## config.mk

```make
export PLATFORM = sky130hd
export DESIGN_NAME = fir_filter_param
export DESIGN_NICKNAME = d
export VERILOG_FILES = /design/src/rtl/fir_pkg.sv /design/src/rtl/fir_adder_tree.sv /design/src/rtl/fir_filter_param.sv
export SDC_FILE = /design/constraint.sdc
export NUM_CORES = 2
export LEC_CHECK = 0
export ABC_CLOCK_PERIOD_IN_PS = 11800
export BUFFER_PORTS_ARGS = -buffer_cell sky130_fd_sc_hd__buf_2
export CORE_MARGIN = 8
export CORE_UTILIZATION = 30
export CTS_CLUSTER_SIZE = 28
export DETAILED_ROUTE_END_ITERATION = 7
export GPL_TIMING_DRIVEN = 0
export PLACE_DENSITY_LB_ADDON = 0.1
export SYNTH_ARGS = -nofsm -noshare
export SYNTH_HDL_FRONTEND = slang
export SYNTH_HIERARCHICAL = 1
export SYNTH_SLANG_ARGS = --single-unit
```

## constraint.sdc

```tcl
create_clock -name clk -period 11.8 [get_ports clk]
set_clock_uncertainty 0.15 [all_clocks]
set_input_delay 2.95 -clock clk [delete_from_list [all_inputs] [get_ports clk]]
set_output_delay 2.95 -clock clk [all_outputs]
set_load 0.05 [all_outputs]
```

## src/rtl/fir_pkg.sv

```systemverilog
// Shared width math and the round-half-up / saturate helper used by the FIR output stage.
package fir_pkg;

  localparam int MAX_W = 128;

  function automatic int clog2(input int n);
    int r;
    r = 0;
    while ((1 << r) < n) r++;
    return r;
  endfunction

  function automatic int accWidth(input int dataW, input int coefW, input int taps);
    return dataW + coefW + clog2(taps);
  endfunction

  // Works on a wide sign-extended copy so the rounding add can never wrap.
  function automatic logic signed [MAX_W-1:0] roundSat(
    input logic signed [MAX_W-1:0] acc,
    input int                      shift,
    input int                      outW
  );
    logic signed [MAX_W-1:0] one;
    logic signed [MAX_W-1:0] r;
    logic signed [MAX_W-1:0] maxV;
    logic signed [MAX_W-1:0] minV;
    one = {{(MAX_W-1){1'b0}}, 1'b1};
    r = acc;
    if (shift > 0) r = r + (one <<< (shift - 1));
    r = r >>> shift;
    maxV = (one <<< (outW - 1)) - one;
    minV = -(one <<< (outW - 1));
    if (r > maxV) r = maxV;
    else if (r < minV) r = minV;
    return r;
  endfunction

endpackage

```

## src/rtl/fir_adder_tree.sv

```systemverilog
// Registered signed sum of TAPS operands with a valid flag; one cycle of latency.
module fir_adder_tree import fir_pkg::*; #(
  parameter int IN_W  = 16,
  parameter int TAPS  = 8,
  parameter int SUM_W = IN_W + clog2(TAPS)
) (
  input  logic                    clk,
  input  logic                    rst,
  input  logic                    en_i,
  input  logic                    clear_i,
  input  logic                    valid_i,
  input  logic signed [IN_W-1:0]  operands_i [TAPS],
  output logic signed [SUM_W-1:0] sum_o,
  output logic                    valid_o
);

  logic signed [SUM_W-1:0] sum_d;
  logic signed [SUM_W-1:0] sum_q;
  logic                    valid_q;

  always_comb begin
    sum_d = '0;
    for (int k = 0; k < TAPS; k++)
      sum_d = sum_d + {{(SUM_W-IN_W){operands_i[k][IN_W-1]}}, operands_i[k]};
  end

  // clear_i only drops the valid flag; the stale sum is never observed.
  always_ff @(posedge clk or posedge rst) begin
    if (rst) begin
      sum_q   <= '0;
      valid_q <= 1'b0;
    end else if (clear_i) begin
      valid_q <= 1'b0;
    end else if (en_i) begin
      sum_q   <= sum_d;
      valid_q <= valid_i;
    end
  end

  assign sum_o   = sum_q;
  assign valid_o = valid_q;

endmodule

```

## src/rtl/fir_filter_param.sv

```systemverilog
// Three-stage pipelined FIR (multiply, sum, round/saturate) with double-buffered coefficients
// and valid/ready handshaking on both sides.
module fir_filter_param import fir_pkg::*; #(
  parameter int DATA_W = 8,
  parameter int COEF_W = 8,
  parameter int TAPS   = 8,
  parameter int OUT_W  = 20,
  parameter int SHIFT  = 0
) (
  input  logic                      clk,
  input  logic                      rst,
  input  logic signed [DATA_W-1:0]  data_in,
  input  logic                      valid_in,
  output logic                      ready_in,
  output logic signed [OUT_W-1:0]   data_out,
  output logic                      valid_out,
  input  logic                      ready_out,
  input  logic                      coef_we,
  input  logic [clog2(TAPS)-1:0]    coef_addr,
  input  logic signed [COEF_W-1:0]  coef_wdata,
  input  logic                      coef_commit,
  input  logic                      flush
);

  localparam int PROD_W = DATA_W + COEF_W;
  localparam int ACC_W  = accWidth(DATA_W, COEF_W, TAPS);

  if (TAPS < 2 || TAPS > 32) begin : g_badTaps
    $error("fir_filter_param: TAPS must be in 2..32");
  end
  if (DATA_W < 2 || COEF_W < 2 || OUT_W < 2) begin : g_badWidth
    $error("fir_filter_param: DATA_W, COEF_W and OUT_W must be at least 2");
  end
  if (ACC_W > MAX_W - 2) begin : g_badAcc
    $error("fir_filter_param: accumulator too wide for the rounding helper");
  end
  if (SHIFT < 0 || SHIFT > ACC_W - 1) begin : g_badShift
    $error("fir_filter_param: SHIFT must be in 0..ACC_W-1");
  end

  logic signed [DATA_W-1:0] xLine_q  [TAPS];
  logic signed [DATA_W-1:0] xNew     [TAPS];
  logic signed [COEF_W-1:0] shadow_q [TAPS];
  logic signed [COEF_W-1:0] shadow_d [TAPS];
  logic signed [COEF_W-1:0] active_q [TAPS];
  logic signed [PROD_W-1:0] prod_q   [TAPS];
  logic signed [PROD_W-1:0] prod_d   [TAPS];
  logic                     valid1_q;
  logic signed [ACC_W-1:0]  accSum;
  logic                     valid2;
  logic signed [MAX_W-1:0]  accExt;
  logic signed [OUT_W-1:0]  dataOut_d;
  logic signed [OUT_W-1:0]  dataOut_q;
  logic                     validOut_q;
  logic                     stall;
  logic                     accept;

  assign stall    = validOut_q && !ready_out;
  assign ready_in = !stall && !flush;
  assign accept   = valid_in && ready_in;

  // Products use the shifted-in view of the delay line so stage 1 lands on the accept edge.
  always_comb begin
    xNew[0] = data_in;
    for (int k = 1; k < TAPS; k++) xNew[k] = xLine_q[k-1];
    for (int k = 0; k < TAPS; k++)
      prod_d[k] = $signed({{COEF_W{xNew[k][DATA_W-1]}}, xNew[k]}) *
                  $signed({{DATA_W{active_q[k][COEF_W-1]}}, active_q[k]});
  end

  // The shadow next-state feeds the commit too, so a same-cycle write is included.
  always_comb begin
    for (int k = 0; k < TAPS; k++) shadow_d[k] = shadow_q[k];
    if (coef_we && int'(coef_addr) < TAPS) shadow_d[coef_addr] = coef_wdata;
  end

  always_comb begin
    accExt    = {{(MAX_W-ACC_W){accSum[ACC_W-1]}}, accSum};
    dataOut_d = OUT_W'(roundSat(accExt, SHIFT, OUT_W));
  end

  always_ff @(posedge clk or posedge rst) begin
    if (rst) begin
      for (int k = 0; k < TAPS; k++) begin
        xLine_q[k]  <= '0;
        prod_q[k]   <= '0;
        shadow_q[k] <= (k == 0) ? COEF_W'(1) : COEF_W'(0);
        active_q[k] <= (k == 0) ? COEF_W'(1) : COEF_W'(0);
      end
      valid1_q   <= 1'b0;
      dataOut_q  <= '0;
      validOut_q <= 1'b0;
    end else begin
      shadow_q <= shadow_d;
      if (coef_commit) active_q <= shadow_d;
      if (flush) begin
        for (int k = 0; k < TAPS; k++) xLine_q[k] <= '0;
        valid1_q   <= 1'b0;
        validOut_q <= 1'b0;
      end else if (!stall) begin
        if (accept) begin
          xLine_q <= xNew;
          prod_q  <= prod_d;
        end
        valid1_q   <= accept;
        validOut_q <= valid2;
        if (valid2) dataOut_q <= dataOut_d;
      end
    end
  end

  fir_adder_tree #(
    .IN_W  (PROD_W),
    .TAPS  (TAPS),
    .SUM_W (ACC_W)
  ) u_adderTree (
    .clk        (clk),
    .rst        (rst),
    .en_i       (!stall),
    .clear_i    (flush),
    .valid_i    (valid1_q),
    .operands_i (prod_q),
    .sum_o      (accSum),
    .valid_o    (valid2)
  );

  assign data_out  = dataOut_q;
  assign valid_out = validOut_q;

endmodule
```

-- After elaboration in Yosys (flattened, before gate mapping)
Cells that the tools add are included.
- register bits after elaboration: 354
- input bits: 26
- word-level logic and storage cells: 86
- output and inout bits: 22
- muxes and demuxes: 15
- multiply operators: 8
- bitwise operators: 3
- reductions and logical operators: 12
- add/sub/neg operators: 7
- equality and inequality tests: 1
- magnitude comparators: 4
- operators by type and width (cell ; number):
    64-bit two-way mux ; 4
    8-bit by 8-bit multiplier with 16-bit output ; 8
    19-bit adder ; 6
    64-bit bitwise mux ; 1
    20-bit two-way mux ; 2
    8-bit demux with 3-bit select ; 1
    19-bit by 20-bit greater-than comparator with 1-bit output (second input constant) ; 1
    19-bit by 20-bit < comparator with 1-bit output (second input constant) ; 1
    16-bit by 16-bit adder with 17-bit output ; 1
    8-bit two-way mux ; 1
    1-bit two-way mux ; 6
    3-bit AND reduction ; 2
    4-bit >= comparator (second input constant) ; 1
    1-bit logical AND ; 4
    4-bit by 1-bit < comparator with 1-bit output (second input constant) ; 1
    3-bit inverter with 4-bit output ; 1
    2-bit AND reduction ; 2
    1-bit logical NOT ; 3
    2-bit inequality test (second input constant) ; 1
    1-bit inverter ; 2
    2-bit nonzero test ; 1

-- Longest topological paths before layout
- word-level depth: 8
- depth in mapped cells: 18
- mapped depth without buffers: 17

-- Modules after synthesis
Netlist, hierarchy kept.
- modules (own cells, without submodules) (module ; area an instance (um^2) ; instances ; cells an instance ; seq. area each (um^2)):
    fir_filter_param ; 32243.4 ; 1 ; 3191 ; 8360.5
    fir_adder_tree ; 4476.8 ; 1 ; 515 ; 500.5

-- Least setup slack after synthesis
No wires, ideal clock.
- path type: input -> register
- from: input port data_in[7]
- to: register prod_q[127] in the netlist's numbering
- stages: 16
- buffers on the path: 1
- path slack: 4.707 ns
- library setup time: 0.126 ns
- required time: 11.524 ns
- data arrival time: 6.817 ns
- cell sequence: clkbuf_1 > nand2_1 > fa_1 > fa_1 > inv_1 > fa_1 > inv_1 > fa_1 > inv_1 > ha_1 > nand4_1 > o22ai_1 > or3b_4 > o41ai_4 > xnor2_1 > o21ai_2
- longest elaborated chain between the ends: 1
- ends and longest elaborated chain (item ; line ; source):
    from (decl) ; fir_filter_param.sv:12 ; input logic signed [DATA_W-1:0] data_in,
    8-bit by 8-bit multiplier with 16-bit output ; fir_filter_param.sv:67 ; prod_d[k] = $signed({{COEF_W{xNew[k][DATA_W-1]}}, xNew[k]}) *
    to (signal assigned) ; fir_filter_param.sv:103 ; prod_q <= prod_d;
    to (decl) ; fir_filter_param.sv:46 ; logic signed [PROD_W-1:0] prod_q [TAPS];
Every way passes these cells.
A chain may end at the register's enable or synchronous reset.

-- Worst setup path in the final report
- from: input port data_in[7]
- to: register prod_q[125] in the netlist's numbering
The elaborated chain is that of the path after synthesis.

==> flow_metrics.py <==
metrics = {
    "status": {
        "status": "complete, no violations",
    },
    "cells_and_area": {
        "final_util_pct": 33.44,
        "final_cell_count_no_fill": 5464,
        "flow.area_growth_from_synthesis_pct": 10.71,
        "nNetsFinal": 4618,
        "layout-drive-gt1-share_pct": 8.809,
        "fillerInstances": 12610,
    },
    "route": {
        "route.detailed.drc": 0,
        "via_per_inst": 4.486,
        "routed_wl_um": 105200,
        "postRouteAntennaNets": 0,
        "post_drt_wl_per_cell_um": 19.26,
        "first_iter_violations": 1081,
        "dr_total_vias": 24510,
        "first_pass_iters": 5,
    },
    "yosys": {
        "synth_simple_gate_area_share_pct": 12.49,
        "async_flop_share_pct": 100.0,
        "yosysWarningCount": 6,
        "synth_top_cell_by_area": "fa_1",
        "ys_ff_latch": 354,
        "synth_fp_nets": 4522,
        "synth_cell_types": 72,
        "synth-compound-area-share_pct": 7.203,
        "syn_area_per_cell_um2": 9.908,
        "netlist_instances": 3706,
        "seq_area_frac_synth_pct": 24.13,
        "synth_mux_area_share_pct": 4.736,
        "synthFlopType": "dfrtp_1",
        "synth_edf_count": 0,
        "synth_area_mm2": 0.03672,
        "synth_top_area_share_pct": 29.39,
        "synthAdderAreaFrac_pct": 37.94,
        "yosys.area_share.xor_xnor_pct": 3.292,
        "synth_area_leaders": "fa_1 (29%), dfrtp_1 (24%), inv_1 (8.9%)",
        "synth_top_family_by_area": "adder cells",
    },
    "grt": {
        "track_usage_pct": 15.87,
        "grt_first_pass_wirelength_um": 165300,
        "grt_max_degree": 40,
        "first_global_vias": 26630,
        "overflow": 0,
        "antenna_found_initial": 10,
    },
    "timing": {
        "rsz0062_at_grt": "no",
        "worst_pin_slew_ns": 1.317,
        "drv_slew": 0,
        "setup_violations": 0,
        "fmax_ghz": 0.1371,
        "finalCriticalPeriod_ns": 7.291,
        "slew_headroom_pct": 11.73,
        "setup-tns-final_ns": 0,
        "hold_viol": 0,
        "post-route-period-util_pct": 61.79,
        "fin_ws_ns": 4.509,
        "hold_ws_ns": 0.3203,
    },
    "pwr": {
        "p_leak_nw": 20.22,
        "irDropWorstVdd_mv": 0.5032,
        "power_density_mw_per_mm2": 275.7,
    },
    "placement": {
        "preCtsSetupSlack_ns": 3.783,
        "gp_congestion": 0.7913,
        "dpl.hpwl_um": 85090,
        "io_buffers": 41,
        "dp_cells": 5381,
    },
    "clocking": {
        "numCtsBuffers": 44,
        "clkTransAtPathRegs_ns": 0.06,
        "clockBufferDepth": 3,
        "htree_levels": 2,
        "cts.sinks": 354,
        "cts_resized": 0,
        "cts_hold_buf": 0,
        "tritoncts": "yes",
        "cts_setup_buffers": 0,
        "root_buffer": "clkbuf_16",
        "insertion_delay_ns": 0.62,
    },
    "floorplan": {
        "die_w_um": 365.9,
        "core-area_mm2": 0.1216,
        "dieArea_mm2": 0.1339,
        "io_pins": 48,
        "initial_core_util_pct": 30.21,
        "row_count": 128,
        "die_h_um": 365.9,
    },
    "job": {
        "maxCapViolCount": 0,
    },
    "worst_setup_path": {
        "worst-setup-path-type": "in -> reg",
        "worst-path-max-fanout": 9,
        "cp.required_ns": 12.12,
        "start_kind": "input port",
        "end_kind": "flop",
        "arrival_ns": 7.61,
    },
    "hold_path": {
        "worst_hold_path_type": "reg -> reg",
    },
}
layout by cell type, fill, tap and decap left out, types with 7 or more instances in the layout:
cell type	netlist	routed
nor3_1	19	19
o21bai_1	10	10
o21ai_0	122	122
inv_1	867	866
nand3_1	15	15
a21oi_1	69	69
nand2b_1	25	25
buf_12	0	9
xor2_1	46	46
o21a_1	33	33
a211oi_1	7	7
clkbuf_8	0	11
o31ai_1	13	13
nor2_1	33	33
a211o_1	8	8
a21o_1	20	20
fa_1	539	539
o2111ai_1	9	9
nand2_1	389	389
mux2_2	150	150
dfrtp_1	352	352
nand4_1	8	8
buf_2	29	70
a22o_1	56	56
clkbuf_1	75	80
nor2b_1	47	47
clkbuf_16	0	44
and2_1	329	329
xnor2_1	92	92
ha_1	251	251
Yosys cell counts (4+ instances only):
master,number
a22o_1,56
xnor2_1,92
a211o_1,8
o22ai_1,4
o2111ai_1,9
nand4_1,8
xor2_1,46
and2_1,329
fa_1,539
buf_1,5
o211ai_1,4
nand3_1,15
ha_1,251
clkbuf_1,75
dfrtp_1,352
buf_2,29
nor2_1,33
nor3_1,19
inv_1,867
o31ai_1,13
nand2b_1,25
o21bai_1,10
nor2b_1,47
o32ai_1,5
a211oi_1,7
nand2_1,389
and3_1,4
o21a_1,33
a21boi_0,5
a21oi_1,69
a21o_1,20
nand4b_1,4
mux2i_1,5
mux2_2,150
nor4_1,4
o21ai_0,122
power breakdown:
part,total [W],internal (W),switching [W]
sequential,0.00185,0.00153,0.000319
combinational,0.00795,0.00303,0.00492
clock,0.00141,0.000811,0.000601
per-stage QoR:
stage / power [W] / cell area, um^2
floorplan: 0.007424 / 36720
global placement: 0.009909 / 38960
detailed placement: 0.009899 / 39150
CTS: 0.01138 / 40650
global route: 0.01237 / 40650
finish: 0.01121 / 40650
critical path, cell delays in order:
cell      delay [ns]
clkbuf_1        0.36
nand2_1         0.23
fa_1            0.65
fa_1            0.53
inv_1           0.05
fa_1            0.47
inv_1           0.05
fa_1            0.47
inv_1           0.04
ha_1            0.37
nand4_1         0.15
nor3_1          0.06
or3b_4          0.44
a21oi_1         0.18
xor2_1          0.47
o21ai_0         0.14
flip-flops by register name (all words and copies together), names as in the netlist:
register,count
valid_out,1
data_out,20
active_q,64
u_adderTree/sum_o,19
valid1_q,1
xLine_q,56
prod_q,128
shadow_q,64
u_adderTree/valid_o,1
worst paths after layout:
kind / startpoint / end / slack, ns / cells after the start
max: data_in[7] / prod_q[125]$_DFFE_PP0P_ / 4.51 / 16
min: u_adderTree/sum_o[8]$_DFFE_PP0P_ / u_adderTree/sum_o[8]$_DFFE_PP0P_ / 0.32 / 2
max reg2reg: xLine_q[47]$_DFFE_PP0P_ / prod_q[79]$_DFFE_PP0P_ / 6.16 / 17
min reg2reg: u_adderTree/sum_o[8]$_DFFE_PP0P_ / u_adderTree/sum_o[8]$_DFFE_PP0P_ / 0.32 / 2
max in group asynchronous: rst / active_q[30]$_DFFE_PP0P_ / 7.85 / 6
min in group asynchronous: rst / data_out[6]$_DFFE_PP0P_ / 2.24 / 2
cell type report:
class	count	area, um^2	area share, %
Inverter	868	3262	8.024
Buffer	114	493.0	1.213
Clock inverter	19	225.2	0.5540
Tap cell	1625	2033	5.001
Timing Repair Buffer	50	385.4	0.9479
Antenna cell	2	5.005	0.01231
Sequential cell	354	8861	21.80
Multi-Input combinational cell	2370	24110	59.31
Clock buffer	62	1279	3.145
per-layer routing:
metal	wire [um]	track usage, %	vias up
met5	0	0	-
met4	2250	3.362	0
met3	3293	1.850	92
met2	47960	25.71	281
met1	51720	22.84	12610
li1	-	-	11530
logic make-up (layout without fill, tap and decap cells):
| group | count (synthesis) | in the layout |
|---|---|---|
| other | 0 | 2 |
| adder cells (fa/ha/maj) | 790 | 790 |
| multiplexers | 155 | 155 |
| flip-flops | 354 | 354 |
| AO/OA/AOI/OAI | 391 | 391 |
| AND/OR/NAND/NOR | 896 | 896 |
| buffers and inverters | 982 | 1113 |
| XOR/XNOR | 138 | 138 |
Power figures use the tool's default switching activity.
